<file path="config.mk">
export PLATFORM = sky130hd
export DESIGN_NAME = vga_fb_arbiter_flat
export DESIGN_NICKNAME = d
export VERILOG_FILES = /design/src/rtl/vga_pkg.sv /design/src/rtl/vga_fb_arbiter_if.sv /design/src/rtl/vga_fb_holdreg.sv /design/src/rtl/vga_fb_arbiter.sv /design/src/flat_wrapper.sv
export SDC_FILE = /design/constraint.sdc
export NUM_CORES = 1
export LEC_CHECK = 0
export CORE_MARGIN = 4
export CORE_UTILIZATION = 45
export CTS_BUF_LIST = sky130_fd_sc_hd__clkbuf_8
export CTS_CLUSTER_SIZE = 25
export DETAILED_ROUTE_END_ITERATION = 7
export PLACE_DENSITY_LB_ADDON = 0.1
export SLEW_MARGIN = 15
export SYNTH_ARGS = -nofsm -noshare
export SYNTH_HDL_FRONTEND = slang
export SYNTH_SLANG_ARGS = --single-unit
export TNS_END_PERCENT = 5
</file>
<file path="constraint.sdc">
create_clock -name CLK_50M -period 4.25 [get_ports CLK_50M]
set_clock_uncertainty 0.15 [all_clocks]
set_input_delay 1.275 -clock CLK_50M [delete_from_list [all_inputs] [get_ports CLK_50M]]
set_output_delay 1.275 -clock CLK_50M [all_outputs]
set_load 0.01 [all_outputs]
</file>
<file path="src/rtl/vga_pkg.sv">
// Shared framebuffer definitions: default bus widths and the host holding-register
// state encoding used by the arbiter slice.
package vga_pkg;

    localparam int ADDR_W_DEF = 19;   // 640x480 = 307200 words
    localparam int DATA_W_DEF = 12;   // RGB444

    typedef enum logic {
        EMPTY = 1'b0,
        PEND  = 1'b1
    } hold_state_t;

endpackage

</file>
<file path="src/rtl/vga_fb_arbiter_if.sv">
// Bus bundle between the framebuffer arbiter and its environment (video fetch,
// host write port, memory port and starvation flag).
interface vga_fb_arbiter_if
    import vga_pkg::*;
#(
    parameter int ADDR_W = ADDR_W_DEF,
    parameter int DATA_W = DATA_W_DEF
) ();

    logic              FETCH_REQ;
    logic [ADDR_W-1:0] FETCH_ADDR;
    logic [DATA_W-1:0] PIX_DATA;
    logic              PIX_VALID;

    logic              HOST_VALID;
    logic              HOST_READY;
    logic [ADDR_W-1:0] HOST_ADDR;
    logic [DATA_W-1:0] HOST_DATA;

    logic              MEM_EN;
    logic              MEM_WE;
    logic [ADDR_W-1:0] MEM_ADDR;
    logic [DATA_W-1:0] MEM_WDATA;
    logic [DATA_W-1:0] MEM_RDATA;

    logic              STARVE;
    logic              STARVE_CLR;

    modport master (
        output FETCH_REQ, FETCH_ADDR, HOST_VALID, HOST_ADDR, HOST_DATA, MEM_RDATA, STARVE_CLR,
        input  PIX_DATA, PIX_VALID, HOST_READY, MEM_EN, MEM_WE, MEM_ADDR, MEM_WDATA, STARVE
    );

    modport slave (
        input  FETCH_REQ, FETCH_ADDR, HOST_VALID, HOST_ADDR, HOST_DATA, MEM_RDATA, STARVE_CLR,
        output PIX_DATA, PIX_VALID, HOST_READY, MEM_EN, MEM_WE, MEM_ADDR, MEM_WDATA, STARVE
    );

endinterface

</file>
<file path="src/rtl/vga_fb_holdreg.sv">
// One-entry host write holding register with a registered ready/empty handshake.
// The word is drained by the arbiter on the first cycle video leaves the memory idle.
module vga_fb_holdreg
    import vga_pkg::*;
#(
    parameter int ADDR_W = ADDR_W_DEF,
    parameter int DATA_W = DATA_W_DEF
) (
    input  logic              CLK_50M,
    input  logic              RST,
    input  logic              host_valid,
    input  logic [ADDR_W-1:0] host_addr,
    input  logic [DATA_W-1:0] host_data,
    input  logic              drain,
    output logic              host_ready,
    output logic              pend,
    output logic [ADDR_W-1:0] hold_addr,
    output logic [DATA_W-1:0] hold_data
);

    hold_state_t state, state_nxt;
    logic        take;

    // NOTE: sequential state uses non-blocking (<=) so every register samples pre-edge values.
    always_ff @(posedge CLK_50M or posedge RST) begin
        if (RST) begin
            state      <= EMPTY;
            host_ready <= 1'b0;
        end else begin
            state      <= state_nxt;
            host_ready <= (state_nxt == EMPTY);
        end
    end

    // NOTE: every always_comb output gets a default first so no path can infer a latch.
    always_comb begin
        state_nxt = state;
        take      = 1'b0;
        case (state)
            EMPTY: begin
                if (host_valid && host_ready) begin
                    take      = 1'b1;
                    state_nxt = PEND;
                end
            end
            PEND: begin
                if (drain) state_nxt = EMPTY;
            end
            default: state_nxt = EMPTY;
        endcase
    end

    // NOTE: the holding data is reset too, so a discarded word never leaks onto MEM_WDATA.
    always_ff @(posedge CLK_50M or posedge RST) begin
        if (RST) begin
            hold_addr <= '0;
            hold_data <= '0;
        end else if (take) begin
            hold_addr <= host_addr;
            hold_data <= host_data;
        end
    end

    assign pend = (state == PEND);

endmodule

</file>
<file path="src/rtl/vga_fb_arbiter.sv">
// Framebuffer port arbiter: video fetches own the memory, host writes drain from a
// one-entry buffer in idle cycles. Starvation monitor built only with VGA_FB_ARB_STARVE_EN.
module vga_fb_arbiter
    import vga_pkg::*;
#(
    parameter int ADDR_W    = ADDR_W_DEF,
    parameter int DATA_W    = DATA_W_DEF,
    parameter int STALL_MAX = 800
) (
    input logic             CLK_50M,
    input logic             RST,
    vga_fb_arbiter_if.slave bus
);

    logic              fetch;
    logic              drain;
    logic              pend;
    logic              rd_d1;
    logic [ADDR_W-1:0] hold_addr;
    logic [DATA_W-1:0] hold_data;

    assign fetch = bus.FETCH_REQ;
    assign drain = pend && !bus.FETCH_REQ;

    vga_fb_holdreg #(
        .ADDR_W (ADDR_W),
        .DATA_W (DATA_W)
    ) u_holdreg (
        .CLK_50M    (CLK_50M),
        .RST        (RST),
        .host_valid (bus.HOST_VALID),
        .host_addr  (bus.HOST_ADDR),
        .host_data  (bus.HOST_DATA),
        .drain      (drain),
        .host_ready (bus.HOST_READY),
        .pend       (pend),
        .hold_addr  (hold_addr),
        .hold_data  (hold_data)
    );

    // Fetch and drain are mutually exclusive, so MEM_WE is simply the drain strobe.
    always_ff @(posedge CLK_50M or posedge RST) begin
        if (RST) begin
            bus.MEM_EN    <= 1'b0;
            bus.MEM_WE    <= 1'b0;
            bus.MEM_ADDR  <= '0;
            bus.MEM_WDATA <= '0;
        end else begin
            bus.MEM_EN <= fetch || drain;
            bus.MEM_WE <= drain;
            if (fetch) begin
                bus.MEM_ADDR <= bus.FETCH_ADDR;
            end else if (drain) begin
                bus.MEM_ADDR  <= hold_addr;
                bus.MEM_WDATA <= hold_data;
            end
        end
    end

    // Read data returns one cycle after the strobe and is captured one cycle later.
    always_ff @(posedge CLK_50M or posedge RST) begin
        if (RST) begin
            rd_d1         <= 1'b0;
            bus.PIX_VALID <= 1'b0;
            bus.PIX_DATA  <= '0;
        end else begin
            rd_d1         <= bus.MEM_EN && !bus.MEM_WE;
            bus.PIX_VALID <= rd_d1;
            if (rd_d1) bus.PIX_DATA <= bus.MEM_RDATA;
        end
    end

`ifdef VGA_FB_ARB_STARVE_EN
    localparam int CNT_W = $clog2(STALL_MAX + 1);

    logic [CNT_W-1:0] stall_cnt, stall_nxt;
    logic             starve_set;

    always_comb begin
        stall_nxt = stall_cnt;
        if (drain) begin
            stall_nxt = '0;
        end else if (pend && fetch && (stall_cnt != CNT_W'(STALL_MAX))) begin
            stall_nxt = stall_cnt + CNT_W'(1);
        end
    end

    // Keeps re-asserting while saturated, so a clear during ongoing starvation loses.
    assign starve_set = pend && fetch && (stall_nxt == CNT_W'(STALL_MAX));

    always_ff @(posedge CLK_50M or posedge RST) begin
        if (RST) begin
            stall_cnt  <= '0;
            bus.STARVE <= 1'b0;
        end else begin
            stall_cnt <= stall_nxt;
            if (starve_set)          bus.STARVE <= 1'b1;
            else if (bus.STARVE_CLR) bus.STARVE <= 1'b0;
        end
    end
`else
    logic unused_starve_clr;
    assign unused_starve_clr = bus.STARVE_CLR;
    assign bus.STARVE        = 1'b0;
`endif

endmodule

</file>
<file path="src/flat_wrapper.sv">
// flat-port wrapper written by rule: the top's interface ports become plain ports
module vga_fb_arbiter_flat import vga_pkg::*;
#(
    parameter int ADDR_W    = ADDR_W_DEF,
    parameter int DATA_W    = DATA_W_DEF,
    parameter int STALL_MAX = 800
)
  (CLK_50M, RST, bus_FETCH_REQ, bus_FETCH_ADDR, bus_HOST_VALID, bus_HOST_ADDR, bus_HOST_DATA, bus_MEM_RDATA, bus_STARVE_CLR, bus_PIX_DATA, bus_PIX_VALID, bus_HOST_READY, bus_MEM_EN, bus_MEM_WE, bus_MEM_ADDR, bus_MEM_WDATA, bus_STARVE);
  vga_fb_arbiter_if #(.ADDR_W(ADDR_W), .DATA_W(DATA_W)) bus_i ();
  input logic CLK_50M;
  input logic RST;
  input wire logic [$bits(bus_i.FETCH_REQ)-1:0] bus_FETCH_REQ;
  input wire logic [$bits(bus_i.FETCH_ADDR)-1:0] bus_FETCH_ADDR;
  input wire logic [$bits(bus_i.HOST_VALID)-1:0] bus_HOST_VALID;
  input wire logic [$bits(bus_i.HOST_ADDR)-1:0] bus_HOST_ADDR;
  input wire logic [$bits(bus_i.HOST_DATA)-1:0] bus_HOST_DATA;
  input wire logic [$bits(bus_i.MEM_RDATA)-1:0] bus_MEM_RDATA;
  input wire logic [$bits(bus_i.STARVE_CLR)-1:0] bus_STARVE_CLR;
  output wire logic [$bits(bus_i.PIX_DATA)-1:0] bus_PIX_DATA;
  output wire logic [$bits(bus_i.PIX_VALID)-1:0] bus_PIX_VALID;
  output wire logic [$bits(bus_i.HOST_READY)-1:0] bus_HOST_READY;
  output wire logic [$bits(bus_i.MEM_EN)-1:0] bus_MEM_EN;
  output wire logic [$bits(bus_i.MEM_WE)-1:0] bus_MEM_WE;
  output wire logic [$bits(bus_i.MEM_ADDR)-1:0] bus_MEM_ADDR;
  output wire logic [$bits(bus_i.MEM_WDATA)-1:0] bus_MEM_WDATA;
  output wire logic [$bits(bus_i.STARVE)-1:0] bus_STARVE;
  assign bus_i.FETCH_REQ = bus_FETCH_REQ;
  assign bus_i.FETCH_ADDR = bus_FETCH_ADDR;
  assign bus_i.HOST_VALID = bus_HOST_VALID;
  assign bus_i.HOST_ADDR = bus_HOST_ADDR;
  assign bus_i.HOST_DATA = bus_HOST_DATA;
  assign bus_i.MEM_RDATA = bus_MEM_RDATA;
  assign bus_i.STARVE_CLR = bus_STARVE_CLR;
  assign bus_PIX_DATA = bus_i.PIX_DATA;
  assign bus_PIX_VALID = bus_i.PIX_VALID;
  assign bus_HOST_READY = bus_i.HOST_READY;
  assign bus_MEM_EN = bus_i.MEM_EN;
  assign bus_MEM_WE = bus_i.MEM_WE;
  assign bus_MEM_ADDR = bus_i.MEM_ADDR;
  assign bus_MEM_WDATA = bus_i.MEM_WDATA;
  assign bus_STARVE = bus_i.STARVE;
  vga_fb_arbiter #(.ADDR_W(ADDR_W), .DATA_W(DATA_W), .STALL_MAX(STALL_MAX)) u_core (.CLK_50M(CLK_50M), .RST(RST), .bus(bus_i));
endmodule
</file>
Word-level counts from Yosys, hierarchy flattened --
Index checks and enable logic that the tools add are counted.
Operators by class: muxes and demuxes 6, bitwise gates (word level) 3, reductions and logical operators 8
Operators by type and width (count):
- two-way mux 19 bit | 2
- logical AND 1 bit | 3
- two-way mux 1 bit | 3
- inverter 1 bit | 3
- zero test 1 bit | 2
- case mux 1 bit (2 select lines) | 1
- AND reduction 2 bit | 1
- nonzero test 2 bit | 1
- logical OR 1 bit | 1
Storage, ports and cells: register bits after elaboration 80, input port bits 67, output and inout port bits 48

Longest topological paths before layout --
depth after elaboration 5, mapped depth 4

Hierarchy --
From an unflattened synthesis, not the netlist that was laid out.
Unflattened totals: cell total of the unflattened synthesis 214, area total of the unflattened synthesis 3236.9 um2
By module, submodules not included:
- vga_fb_arbiter | times used 1, cells each 142, area each 1883.1 um2, sequential area each 1176.1 um2
- vga_fb_holdreg | times used 1, cells each 72, area each 1353.8 um2, sequential area each 825.8 um2

Worst setup path before layout --
No wires, ideal clock.
kind input port to flip-flop, from in bus_FETCH_REQ, to reg u_core.bus.MEM_WDATA[0], setup time 125 ps, arrival 1936 ps, required time 3975 ps, slack 2039 ps, stages on the path 3, buffers on the path 1, path through nand2b_1 > buf_4 > mux2_2
Between the ends: word-level cells in the longest chain between the ends 3, elaborated cells on any way between the ends 4
RTL lines:
- from (decl) | RTL line flat_wrapper.sv:12 | input wire logic [$bits(bus_i.FETCH_REQ)-1:0] bus_FETCH_REQ;
- zero test 1 bit | RTL line vga_fb_arbiter.sv:23 | assign drain = pend && !bus.FETCH_REQ;
- logical AND 1 bit | RTL line vga_fb_arbiter.sv:23
- AND reduction 2 bit (no source line) (*)
- to (signal assigned) | RTL line vga_fb_arbiter.sv:55 | bus.MEM_WDATA <= hold_data;
- to (decl) | RTL line vga_fb_arbiter_if.sv:36 | output PIX_DATA, PIX_VALID, HOST_READY, MEM_EN, MEM_WE, MEM_ADDR, MEM_WDATA, STARVE
Every way passes the cells marked *; elsewhere a longest branch is shown, timed or not. A chain may end at the register's enable or synchronous reset.

Worst setup path after layout --
from in bus_HOST_VALID, to reg u_core.u_holdreg.hold_addr[5]
Between the ends: word-level cells in the longest chain between the ends 3
RTL lines:
- from (decl) | RTL line flat_wrapper.sv:14 | input wire logic [$bits(bus_i.HOST_VALID)-1:0] bus_HOST_VALID;
- logical AND 1 bit | RTL line vga_fb_holdreg.sv:41 | if (host_valid && host_ready) begin
- two-way mux 1 bit | RTL line vga_fb_holdreg.sv:41
- two-way mux 1 bit | RTL line vga_fb_holdreg.sv:39 | case (state)
- to (signal assigned) | RTL line vga_fb_holdreg.sv:59 | hold_addr <= host_addr;
- to (decl) | RTL line vga_fb_holdreg.sv:17 | output logic [ADDR_W-1:0] hold_addr,
Every way passes these cells.

==> out/metrics.yaml <==
status:
  status: "finished clean"
placed_design:
  gp_congestion: 0.704
  dp.cells: 414
  place.detailed.hpwl_um: 4540
  portBuffers: 112
  pre_cts_slack_ns: 1.14
clocking:
  cts_root_buffer: "clkbuf_8"
  clockBufferDepth: 2
  cts_hold_buf: 0
  post_cts_buffers: 0
  cts_htree_levels: 3
  cts_resized: 0
  clock_latency_ns: 0.33
  cts_buffers: 9
  clk_pin_slew_ns: 0.08
  cts_tree: "done"
  clkSinkCount: 80
setup_path:
  crit_buf_inv: 1
  worstPathCellList: "clkdlybuf4s50_1, nand3b_4, mux2_4"
  crit_path_start: "bus_HOST_VALID"
  cp.required_ns: 4.33
  rrSetupSlack_ns: 2.21
  critPathCaptureType: "register"
  criticalPathCategory: "input pin to register"
  crit_arrival_ns: 2.82
  cp-endpoint: "u_core.u_holdreg.hold_addr[5]"
  r2r_cells: 3
  cpLargestDelayFamily: "simple AND/OR/NAND/NOR gates"
  crit_slowest_cell: "nand3b_4"
  start_kind: "input pin"
  critPathMaxStageDelay_ns: 0.52
  r2r_start: "u_core.u_holdreg.pend"
  crit_path_max_fanout: 33
  r2r_end: "u_core.u_holdreg.hold_addr[5]"
  crit_cells: 3
finish:
  nets: 396
  n_antenna_cell: 0
  final_cells: 430
  area_growth_pct: 42.2
  drive_gt1_share_pct: 23.4
pwr:
  sequentialPowerShare_pct: 44.0
  power.net_switching_uw: 828
  power_frac_comb_pct: 38.5
  power_density_nw_per_um2: 619
  p_sw_share_pct: 29.1
  intPower_mw: 2.02
  power_frac_clock_pct: 17.5
  p_leak_nw: 2.05
  ir_drop_uv: 252
global_route:
  gr-total-overflow: 0
  grt_first_pass_wirelength_um: 10600
  gr-usage-met1_pct: 21.2
  grt_start_max_net_pins: 48
  grt_pass1_vias: 2127
  grtUsageTotal_pct: 15.9
  grt_use_met2_pct: 24.2
  use_met3_pct: 4.87
  grt-busiest-layer: "met2"
  antenna_found_initial: 0
routing:
  vias: 2028
  drt_iter0_drc: 83
  wire_per_inst_um: 15.3
  ant_nets: 0
  via_per_inst: 4.72
  post-route-drc-count: 0
  first_pass_iters: 4
  drt-total-wl_um: 6570
floorplan:
  die_area_sq_um: 8600
  initial_core_util_pct: 47.1
  io_pins: 115
  die_width_um: 92.8
  rows: 30
  fp.coreArea_sq_um: 6870
  die_h_um: 92.8
yosys:
  synth_top_area_share_pct: 61.9
  netlist_area_sq_um: 3230
  ys_types: 17
  synth.top_cells.by_area: "dfrtp_1 (62%), mux2_4 (13%), mux2_2 (9.4%)"
  synth_area_leader_cell: "dfrtp_1"
  ys_ff_latch: 80
  seq_area_frac_synth_pct: 61.9
  yosys_warnings: 0
  syn_area_per_cell_sq_um: 15.0
  mappedNetlistNets: 282
  synth_cells: 215
timing:
  relSlewSlack_pct: 47.7
  period_share_pct: 64.4
  setup_viol: 0
  setup_tns_ns: 0
  worst_slew_pin_slew_ns: 0.784
  fin_crit_ns: 2.74
  hold_viol: 0
  slew_violations: 0
  rsz0062_at_grt: "false"
  layout_setup_ws_ns: 1.51
  max_freq_ghz: 0.365
  holdWs_ns: 0.285
worst_hold_path:
  hp-class: "register to register"
job:
  drv_cap: 0
## layout by cell type, fill, tap and decap left out, types with 4 or more instances in the layout
cell and instances:
o21ai_0 19, clkdlybuf4s50_1 112, mux2_4 28, nand2_1 21, dfrtp_1 80, clkbuf_8 9
mux2_2 27, buf_4 4, mux2i_1 19
## logic make-up after synthesis
kind of cell | Yosys count | synth area share [%]
other | 1 | 0.116
AOI/OAI and AO/OA | 19 | 2.94
buffers and inverters | 15 | 2.90
and+or+nand+nor | 26 | 3.83
muxes | 74 | 28.3
DFF | 80 | 61.9
## per-stage QoR
stage | power [mW] | util, % | cell area [sq um]
after floorplan | 1.90 | - | 3230
after global placement | 2.35 | 64.3 | 4420
after detailed placement | 2.38 | 64.3 | 4420
after CTS | 2.88 | 66.9 | 4600
after global routing | 3.02 | 66.9 | 4600
final | 2.84 | 66.9 | 4600
## how the worst min path moves through the flow
stage                      startpoint              endpoint  slack (ns)  cells past startpoint
finish              u_core.bus.MEM_WE          u_core.rd_d1        0.28                      1
global route        u_core.bus.MEM_WE          u_core.rd_d1        0.32                      1
CTS                 u_core.bus.MEM_WE          u_core.rd_d1        0.30                      1
detailed placement  u_core.bus.MEM_WE          u_core.rd_d1        0.28                      1
global placement    u_core.bus.MEM_WE          u_core.rd_d1        0.27                      1
floorplan                u_core.rd_d1  u_core.bus.PIX_VALID        0.25                      0
## flip-flops by register name (all words and copies together) (netlist names)
name / count
u_core.bus.MEM_ADDR: 19
u_core.bus.MEM_WE: 1
u_core.u_holdreg.hold_addr: 19
u_core.bus.MEM_WDATA: 12
u_core.u_holdreg.pend: 1
u_core.bus.PIX_VALID: 1
u_core.rd_d1: 1
u_core.bus.MEM_EN: 1
u_core.u_holdreg.hold_data: 12
u_core.bus.PIX_DATA: 12
u_core.u_holdreg.host_ready: 1
## Yosys cell counts (all sizes together)
library cell  instances
dfrtp                80
mux2                 55
nand2                21
mux2i                19
o21ai                19
buf                   9
clkbuf                4
inv                   2
and2                  1
conb                  1
nand2b                1
nand3b                1
nor2b                 1
or2                   1
## layout make-up
type	count	area (sq um)
repair buffers	116	1150
well taps	96	120
clock buffers	9	124
clock inverters	7	55.1
multi-input cells	120	1140
inverters	2	8.76
fillers	545	2270
flip-flops and latches	80	2000
## power by group through the flow
stage               logic, mW  clock network (mW)  registers, mW
global route             1.18               0.550           1.29
floorplan               0.606                   0           1.29
global placement         1.10                   0           1.25
finish                   1.10               0.498           1.25
CTS                      1.11               0.518           1.25
detailed placement       1.12                   0           1.26
## worst register-to-register path: cells and delay by family, from the launching register on
| family | cells | cell delay, ns |
|---|---|---|
| multiplexers | 1 | 0.52 |
| flip-flops | 1 | 0.37 |
| buffers and inverters | 1 | 0.25 |
| AND/OR/NAND/NOR | 1 | 0.65 |
## layer usage
| layer | vias up | part of all wire (%) |
|---|---|---|
| met5 | - | 0 |
| met4 | 0 | 1.2 |
| met2 | 71 | 46 |
| met1 | 988 | 45 |
| met3 | 8 | 7.3 |
| li1 | 961 | - |
(Power assumes the default switching activity.)
